File: src/rtl/dds_sweep_pkg.sv
// Shared types and constants for the DDS frequency sweep controller.
package dds_sweep_pkg;

  localparam int unsigned FREQ_WIDTH = 32;

  typedef enum logic [2:0] {
    ST_IDLE,
    ST_LOAD,
    ST_DWELL,
    ST_STEP,
    ST_DONE
  } state_t;

  localparam logic [2:0] ADDR_START_F = 3'd0;
  localparam logic [2:0] ADDR_STOP_F  = 3'd1;
  localparam logic [2:0] ADDR_STEP_F  = 3'd2;
  localparam logic [2:0] ADDR_DWELL   = 3'd3;
  localparam logic [2:0] ADDR_PHASE   = 3'd4;
  localparam logic [2:0] ADDR_CTRL    = 3'd5;

  localparam int unsigned CTRL_REPEAT_BIT = 0;
  localparam int unsigned CTRL_DIR_BIT    = 1;

  // Upward step with carry kept in bit 32; anything past the limit clamps to it.
  function automatic logic [FREQ_WIDTH-1:0] clamp_up(input logic [FREQ_WIDTH-1:0] f,
                                                     input logic [FREQ_WIDTH-1:0] step,
                                                     input logic [FREQ_WIDTH-1:0] lim);
    logic [FREQ_WIDTH:0] nxt;
    nxt = (FREQ_WIDTH+1)'(f) + (FREQ_WIDTH+1)'(step);
    return (nxt > (FREQ_WIDTH+1)'(lim)) ? lim : nxt[FREQ_WIDTH-1:0];
  endfunction

  // Downward step; a borrow or undershoot clamps to the lower limit.
  function automatic logic [FREQ_WIDTH-1:0] clamp_dn(input logic [FREQ_WIDTH-1:0] f,
                                                     input logic [FREQ_WIDTH-1:0] step,
                                                     input logic [FREQ_WIDTH-1:0] lim);
    logic [FREQ_WIDTH:0] nxt;
    nxt = (FREQ_WIDTH+1)'(f) - (FREQ_WIDTH+1)'(step);
    return (nxt[FREQ_WIDTH] || (nxt[FREQ_WIDTH-1:0] < lim)) ? lim : nxt[FREQ_WIDTH-1:0];
  endfunction

endpackage

File: src/rtl/dds_sweep_regs.sv
// Host-writable shadow register file for the sweep controller.
// SWEEP_TRIANGLE_EN adds the CTRL direction bit; otherwise it is not stored.
module dds_sweep_regs
  import dds_sweep_pkg::*;
#(
  parameter int unsigned ROMAD_WIDTH = 8,
  parameter int unsigned DWELL_WIDTH = 24
) (
  input  logic                   DDS_CLK,
  input  logic                   RST_N,
  input  logic                   cfg_we,
  input  logic [2:0]             cfg_addr,
  input  logic [31:0]            cfg_wdata,
  output logic [31:0]            start_f,
  output logic [31:0]            stop_f,
  output logic [31:0]            step_f,
  output logic [DWELL_WIDTH-1:0] dwell,
  output logic [ROMAD_WIDTH-1:0] phase,
`ifdef SWEEP_TRIANGLE_EN
  output logic                   ctrl_dir,
`endif
  output logic                   ctrl_repeat
);

  always_ff @(posedge DDS_CLK or negedge RST_N) begin
    if (!RST_N) begin
      start_f     <= '0;
      stop_f      <= '0;
      step_f      <= '0;
      dwell       <= '0;
      phase       <= '0;
      ctrl_repeat <= 1'b0;
`ifdef SWEEP_TRIANGLE_EN
      ctrl_dir    <= 1'b0;
`endif
    end else if (cfg_we) begin
      case (cfg_addr)
        ADDR_START_F: start_f <= cfg_wdata;
        ADDR_STOP_F:  stop_f  <= cfg_wdata;
        ADDR_STEP_F:  step_f  <= cfg_wdata;
        ADDR_DWELL:   dwell   <= cfg_wdata[DWELL_WIDTH-1:0];
        ADDR_PHASE:   phase   <= cfg_wdata[ROMAD_WIDTH-1:0];
        ADDR_CTRL: begin
          ctrl_repeat <= cfg_wdata[CTRL_REPEAT_BIT];
`ifdef SWEEP_TRIANGLE_EN
          ctrl_dir    <= cfg_wdata[CTRL_DIR_BIT];
`endif
        end
        default: ;
      endcase
    end
  end

endmodule

File: src/rtl/dds_sweep_ctrl.sv
// Linear frequency sweep sequencer feeding the DDS FREQW/PHASEW inputs.
// Define SWEEP_TRIANGLE_EN to enable up/down (triangle) sweeps via CTRL[1].
module dds_sweep_ctrl
  import dds_sweep_pkg::*;
#(
  parameter int unsigned ROMAD_WIDTH = 8,
  parameter int unsigned DWELL_WIDTH = 24
) (
  input  logic                   DDS_CLK,
  input  logic                   RST_N,
  input  logic                   cfg_we,
  input  logic [2:0]             cfg_addr,
  input  logic [31:0]            cfg_wdata,
  input  logic                   cmd_start,
  input  logic                   cmd_abort,
  output logic [31:0]            FREQW,
  output logic [ROMAD_WIDTH-1:0] PHASEW,
  output logic                   busy,
  output logic                   done
);

  logic [31:0]            sh_start, sh_stop, sh_step;
  logic [DWELL_WIDTH-1:0] sh_dwell;
  logic [ROMAD_WIDTH-1:0] sh_phase;
  logic                   sh_repeat;

  logic [31:0]            act_start, act_stop, act_step;
  logic [DWELL_WIDTH-1:0] act_dwell;
  logic                   act_repeat;

  state_t                 state, state_nxt;
  logic [31:0]            freqw_nxt;
  logic [DWELL_WIDTH-1:0] dwell_cnt, dwell_cnt_nxt;
  logic                   busy_nxt, done_nxt;
  logic                   load_c, advance_c;

`ifdef SWEEP_TRIANGLE_EN
  logic sh_dir, act_dir, down, down_nxt;
`endif

  dds_sweep_regs #(
    .ROMAD_WIDTH (ROMAD_WIDTH),
    .DWELL_WIDTH (DWELL_WIDTH)
  ) u_regs (
    .DDS_CLK     (DDS_CLK),
    .RST_N       (RST_N),
    .cfg_we      (cfg_we),
    .cfg_addr    (cfg_addr),
    .cfg_wdata   (cfg_wdata),
    .start_f     (sh_start),
    .stop_f      (sh_stop),
    .step_f      (sh_step),
    .dwell       (sh_dwell),
    .phase       (sh_phase),
`ifdef SWEEP_TRIANGLE_EN
    .ctrl_dir    (sh_dir),
`endif
    .ctrl_repeat (sh_repeat)
  );

  // Next-state and datapath decisions; abort always wins and freezes FREQW.
  always_comb begin
    state_nxt     = state;
    freqw_nxt     = FREQW;
    dwell_cnt_nxt = dwell_cnt;
    load_c        = 1'b0;
    advance_c     = 1'b0;
`ifdef SWEEP_TRIANGLE_EN
    down_nxt      = down;
`endif

    case (state)
      ST_IDLE: begin
        if (cmd_start && !cmd_abort) state_nxt = ST_LOAD;
      end
      ST_LOAD: begin
        if (cmd_abort) begin
          state_nxt = ST_DONE;
        end else begin
          load_c    = 1'b1;
          freqw_nxt = sh_start;
`ifdef SWEEP_TRIANGLE_EN
          down_nxt  = 1'b0;
`endif
          if ((sh_step == '0) || (sh_start > sh_stop)) begin
            state_nxt = ST_DONE;
          end else begin
            dwell_cnt_nxt = sh_dwell;
            state_nxt     = (sh_dwell == '0) ? ST_STEP : ST_DWELL;
          end
        end
      end
      ST_DWELL: begin
        if (cmd_abort) begin
          state_nxt = ST_DONE;
        end else begin
          dwell_cnt_nxt = dwell_cnt - DWELL_WIDTH'(1);
          if (dwell_cnt <= DWELL_WIDTH'(1)) state_nxt = ST_STEP;
        end
      end
      ST_STEP: begin
        if (cmd_abort) begin
          state_nxt = ST_DONE;
        end else begin
          advance_c = 1'b1;
`ifdef SWEEP_TRIANGLE_EN
          if (!down) begin
            if (FREQW == act_stop) begin
              if (act_dir && (act_stop != act_start)) begin
                down_nxt  = 1'b1;
                freqw_nxt = clamp_dn(FREQW, act_step, act_start);
              end else if (act_repeat) begin
                freqw_nxt = act_start;
              end else begin
                advance_c = 1'b0;
              end
            end else begin
              freqw_nxt = clamp_up(FREQW, act_step, act_stop);
            end
          end else begin
            if (FREQW == act_start) begin
              if (act_repeat) begin
                down_nxt  = 1'b0;
                freqw_nxt = clamp_up(FREQW, act_step, act_stop);
              end else begin
                advance_c = 1'b0;
              end
            end else begin
              freqw_nxt = clamp_dn(FREQW, act_step, act_start);
            end
          end
`else
          if (FREQW == act_stop) begin
            if (act_repeat) freqw_nxt = act_start;
            else            advance_c = 1'b0;
          end else begin
            freqw_nxt = clamp_up(FREQW, act_step, act_stop);
          end
`endif
          if (advance_c) begin
            dwell_cnt_nxt = act_dwell;
            state_nxt     = (act_dwell == '0) ? ST_STEP : ST_DWELL;
          end else begin
            state_nxt = ST_DONE;
          end
        end
      end
      ST_DONE: state_nxt = ST_IDLE;
      default: state_nxt = ST_IDLE;
    endcase

    busy_nxt = (state_nxt == ST_LOAD) || (state_nxt == ST_DWELL) || (state_nxt == ST_STEP);
    done_nxt = (state_nxt == ST_DONE);
  end

  always_ff @(posedge DDS_CLK or negedge RST_N) begin
    if (!RST_N) begin
      state     <= ST_IDLE;
      FREQW     <= '0;
      dwell_cnt <= '0;
      busy      <= 1'b0;
      done      <= 1'b0;
`ifdef SWEEP_TRIANGLE_EN
      down      <= 1'b0;
`endif
    end else begin
      state     <= state_nxt;
      FREQW     <= freqw_nxt;
      dwell_cnt <= dwell_cnt_nxt;
      busy      <= busy_nxt;
      done      <= done_nxt;
`ifdef SWEEP_TRIANGLE_EN
      down      <= down_nxt;
`endif
    end
  end

  // Shadow-to-active copy happens only on an un-aborted LOAD cycle.
  always_ff @(posedge DDS_CLK or negedge RST_N) begin
    if (!RST_N) begin
      act_start  <= '0;
      act_stop   <= '0;
      act_step   <= '0;
      act_dwell  <= '0;
      act_repeat <= 1'b0;
      PHASEW     <= '0;
`ifdef SWEEP_TRIANGLE_EN
      act_dir    <= 1'b0;
`endif
    end else if (load_c) begin
      act_start  <= sh_start;
      act_stop   <= sh_stop;
      act_step   <= sh_step;
      act_dwell  <= sh_dwell;
      act_repeat <= sh_repeat;
      PHASEW     <= sh_phase;
`ifdef SWEEP_TRIANGLE_EN
      act_dir    <= sh_dir;
`endif
    end
  end

endmodule

File: config.mk
export PLATFORM = sky130hd
export DESIGN_NAME = dds_sweep_ctrl
export DESIGN_NICKNAME = d
export VERILOG_FILES = /design/src/rtl/dds_sweep_pkg.sv /design/src/rtl/dds_sweep_regs.sv /design/src/rtl/dds_sweep_ctrl.sv
export SDC_FILE = /design/constraint.sdc
export NUM_CORES = 1
export LEC_CHECK = 0
export CAP_MARGIN = 20
export CORE_UTILIZATION = 55
export CTS_CLUSTER_SIZE = 14
export DETAILED_ROUTE_END_ITERATION = 16
export PLACE_DENSITY = 0.83
export SLEW_MARGIN = 5
export SYNTH_ARGS = -nofsm -noshare
export SYNTH_HDL_FRONTEND = slang
export SYNTH_SLANG_ARGS = --single-unit
File: constraint.sdc
create_clock -name DDS_CLK -period 6 [get_ports DDS_CLK]
set_input_delay 0.9 -clock DDS_CLK [delete_from_list [all_inputs] [get_ports DDS_CLK]]
set_output_delay 0.9 -clock DDS_CLK [all_outputs]
set_load 0.005 [all_outputs]
==> flow_metrics.tcl <==
set metrics [dict create \
    ys_seq_area_frac 0.470 \
    async_flop_share 1.00 \
    grt-ovfl-total 0 \
    ys_warn_count 0 \
    avgRoutedWirePerCell_um 21.3 \
    io_pins 82 \
    drcViolationCount 0 \
    syn_avg_cell_area_um2 9.55 \
    fin_tns_setup_ns 0 \
    clk_path_buf_depth 3 \
    cts_setup_buffers 0 \
    drt-vias-per-instance 6.34 \
    outcome "complete, no violations" \
    ys.flop_type "dfrtp_1" \
    cp-end-kind "flop" \
    floorplan.die.height_um 178 \
    die_w_um 178 \
    grt_max_degree 178 \
    holdWs_ns 0.339 \
    synth.distinct_cells 61 \
    syn_area_um2 17000 \
    maxCapViolCount 0 \
    fmax_mhz 184 \
    min_period_ns 5.44 \
    clock_latency_ns 0.57 \
    rrSetupSlack_ns 0.56 \
    clkSinkCount 319 \
    finalSetupViolCount 0 \
    worstMarginPinSlew_ns 1.04 \
    critPathArrivalTime_ns 5.87 \
    critical_path_peak_fanout 20 \
    path_class "flop to flop" \
    wirelength_mm 47.9 \
    syn-num-nets 1918 \
    htreeDepth 1 \
    antenna_found_initial 0 \
    power.density_nw_per_um2 577 \
    drt-initial-drc-count 1621 \
    place_hpwl_mm 33.8 \
    nets 1972 \
    cts.clk_slew.worst_paths_ns 0.06 \
    port_buffers 81 \
    first_global_vias 13927 \
    maxSlewViolCount 0 \
    gp_congestion 0.925 \
    root_buffer "clkbuf_16" \
    syn_inst 1779 \
    finalHoldViolations 0 \
    track_usage 0.310 \
    rsz0062_at_grt "no" \
    core_um2 30000 \
    row_count 63 \
    cts_hold_buf 0 \
    hold_class "primary input to asynchronous set/reset pin" \
    die_area_um2 31600 \
    ys_seq_elements 319 \
    cts_buffers 31 \
    postLayoutCoreUtil 0.641 \
    power_leakage_uw 0.00865 \
    area_growth_pct 13.3 \
    vdd_drop_max_v 0.000423 \
    cts_resized 0 \
    synth_enable_flop_cells 0 \
    grt_pass1_wl_mm 76.2 \
    start_kind "flop" \
    vias 14249 \
    relSlewSlack 0.305 \
    place_ws_ns 0.730 \
    initial_utilization 0.566 \
    required_ns 6.43 \
    period_share 0.907 \
    diodes 0 \
    first_pass_iters 6 \
    cts_tree "done" \
    fin_ws_ns 0.556 \
    final_layout_size_suffix_gt1_frac 0.106 \
    antenna_left 0 \
    fin_worst_skew_ns 0.0196 \
]
cells in the mapped netlist, types with 3 or more instances:
cell	instances	area share
o21a_1	7	0.0031
a2111oi_0	3	0.0015
xor2_1	9	0.0046
dfrtp_1	319	0.47
a31oi_1	5	0.0018
a222oi_1	22	0.013
a21oi_1	73	0.022
a211oi_1	9	0.0040
nand3_1	14	0.0041
mux2i_1	29	0.017
nor4_1	36	0.013
o211ai_1	10	0.0044
a21o_1	14	0.0062
o221ai_1	6	0.0031
o2111ai_1	3	0.0015
mux2_2	103	0.068
xnor2_1	60	0.031
ha_1	98	0.072
buf_6	4	0.0027
nor2_1	60	0.013
nor2b_1	5	0.0018
o311ai_0	5	0.0026
o22ai_1	16	0.0059
and4_1	7	0.0036
o21bai_1	6	0.0027
a221oi_1	4	0.0021
a22oi_1	3	0.0013
o21ai_0	158	0.047
inv_1	83	0.018
mux2_1	4	0.0027
nand2_1	419	0.093
or3_1	8	0.0029
o31ai_1	6	0.0027
or2_2	3	0.0011
and3_1	6	0.0022
nand4_1	28	0.010
clkbuf_1	72	0.016
or4_1	7	0.0031
a221o_1	3	0.0018
nor3_1	18	0.0053
nand2b_1	5	0.0018
metal layers:
metal	vias to the layer above	global-route usage	share of wire
li1	6383	-	-
met1	7001	0.429	0.41
met2	729	0.488	0.46
met3	136	0.0555	0.093
met4	0	0.115	0.038
met5	-	0	0
cell usage in the layout (no fill, tap or decap), types with 5 or more instances in the layout:
| cell type | n |
|---|---|
| a211oi_1 | 9 |
| a31oi_1 | 5 |
| ha_1 | 98 |
| nand2_1 | 419 |
| nor2_1 | 58 |
| nand4_1 | 28 |
| o21bai_1 | 6 |
| a21oi_1 | 73 |
| nand3_1 | 13 |
| a21o_1 | 14 |
| nor4_1 | 35 |
| or3_1 | 8 |
| clkbuf_8 | 6 |
| clkbuf_16 | 31 |
| dfrtp_1 | 318 |
| buf_4 | 15 |
| xnor2_1 | 60 |
| o22ai_1 | 16 |
| and4_1 | 7 |
| o21a_1 | 7 |
| mux2_2 | 103 |
| clkbuf_1 | 6 |
| inv_1 | 83 |
| and3_1 | 6 |
| o221ai_1 | 6 |
| a222oi_1 | 22 |
| mux2i_1 | 29 |
| clkinvlp_4 | 5 |
| o31ai_1 | 6 |
| clkdlybuf4s50_1 | 80 |
| xor2_1 | 9 |
| or4_1 | 7 |
| o21ai_0 | 158 |
| nor3_1 | 16 |
| o211ai_1 | 10 |
| nand2b_1 | 5 |
| o311ai_0 | 5 |
| nor2b_1 | 5 |
path summary, 6_finish.rpt:
path                                            start               endpoint  depth (start not counted)
worst max register to register   FREQW[0]$_DFFE_PN0P_  FREQW[19]$_DFFE_PN0P_                         21
max in group asynchronous                       RST_N  FREQW[30]$_DFFE_PN0P_                          2
min in group DDS_CLK            PHASEW[3]$_DFFE_PN0P_  PHASEW[3]$_DFFE_PN0P_                          2
worst min register to register  PHASEW[3]$_DFFE_PN0P_  PHASEW[3]$_DFFE_PN0P_                          2
worst min-delay path                            RST_N  PHASEW[3]$_DFFE_PN0P_                          1
worst max-delay path             FREQW[0]$_DFFE_PN0P_  FREQW[19]$_DFFE_PN0P_                         21
power by group:
part	leakage, µW	internal (µW)	switching (µW)
clock network	0.000500	1150	849
logic	0.00421	2360	2920
registers	0.00395	2920	904
layout make-up:
class / count / area [µm²]
fillers: 2267 / 10800
inverters: 83 / 312
repair buffers: 100 / 1000
multi-input cells: 1298 / 8410
well taps: 390 / 488
clock buffers: 43 / 881
clock inverters: 14 / 165
flip-flops and latches: 319 / 7980
kinds of logic (layout without fill, tap and decap cells):
group,Yosys count,after routing,share of synthesized area
compound gates,368,368,0.135
xor+xnor,69,69,0.0356
fa+ha+maj,99,99,0.0734
buf+inv,162,240,0.0376
flops,319,319,0.470
mux,136,136,0.0880
simple gates,626,626,0.160
flip-flops by register name (all words and copies together) (netlist names), 3 cells and up:
register        cells
FREQW              32
u_regs.phase        8
PHASEW              8
u_regs.stop_f      32
act_dwell          24
u_regs.step_f      32
u_regs.start_f     32
dwell_cnt          24
u_regs.dwell       24
state               3
act_start          32
act_step           32
act_stop           32
worst max-delay path, cell delays in order, from the launching register on:
cell and delay (ns):
dfrtp_1 0.42, ha_1 0.26, fa_1 0.45, a211oi_2 0.27, nor3_1 0.13, o2111ai_2 0.21, a31oi_1 0.20, o41ai_4 0.52
nand2_1 0.16, a31oi_1 0.24, xnor2_1 0.13, ha_1 0.31, o21ai_0 0.07, o21ai_0 0.18, o2111ai_1 0.13, nand2_1 0.09
a211oi_1 0.04, o21ai_1 0.57, nor2_4 0.22, buf_12 0.24, a211oi_1 0.30, o211ai_1 0.15
through the flow:
stage	cells	total power, µW	instance area, µm²
3_3_place_gp	2189	8740	18200
4_1_cts	2247	11000	19200
3_5_place_dp	2190	8940	18200
2_1_floorplan	1779	7270	17000
6_report	2247	11100	19200
5_1_grt	2247	11900	19200
(Power assumes the default switching activity.)
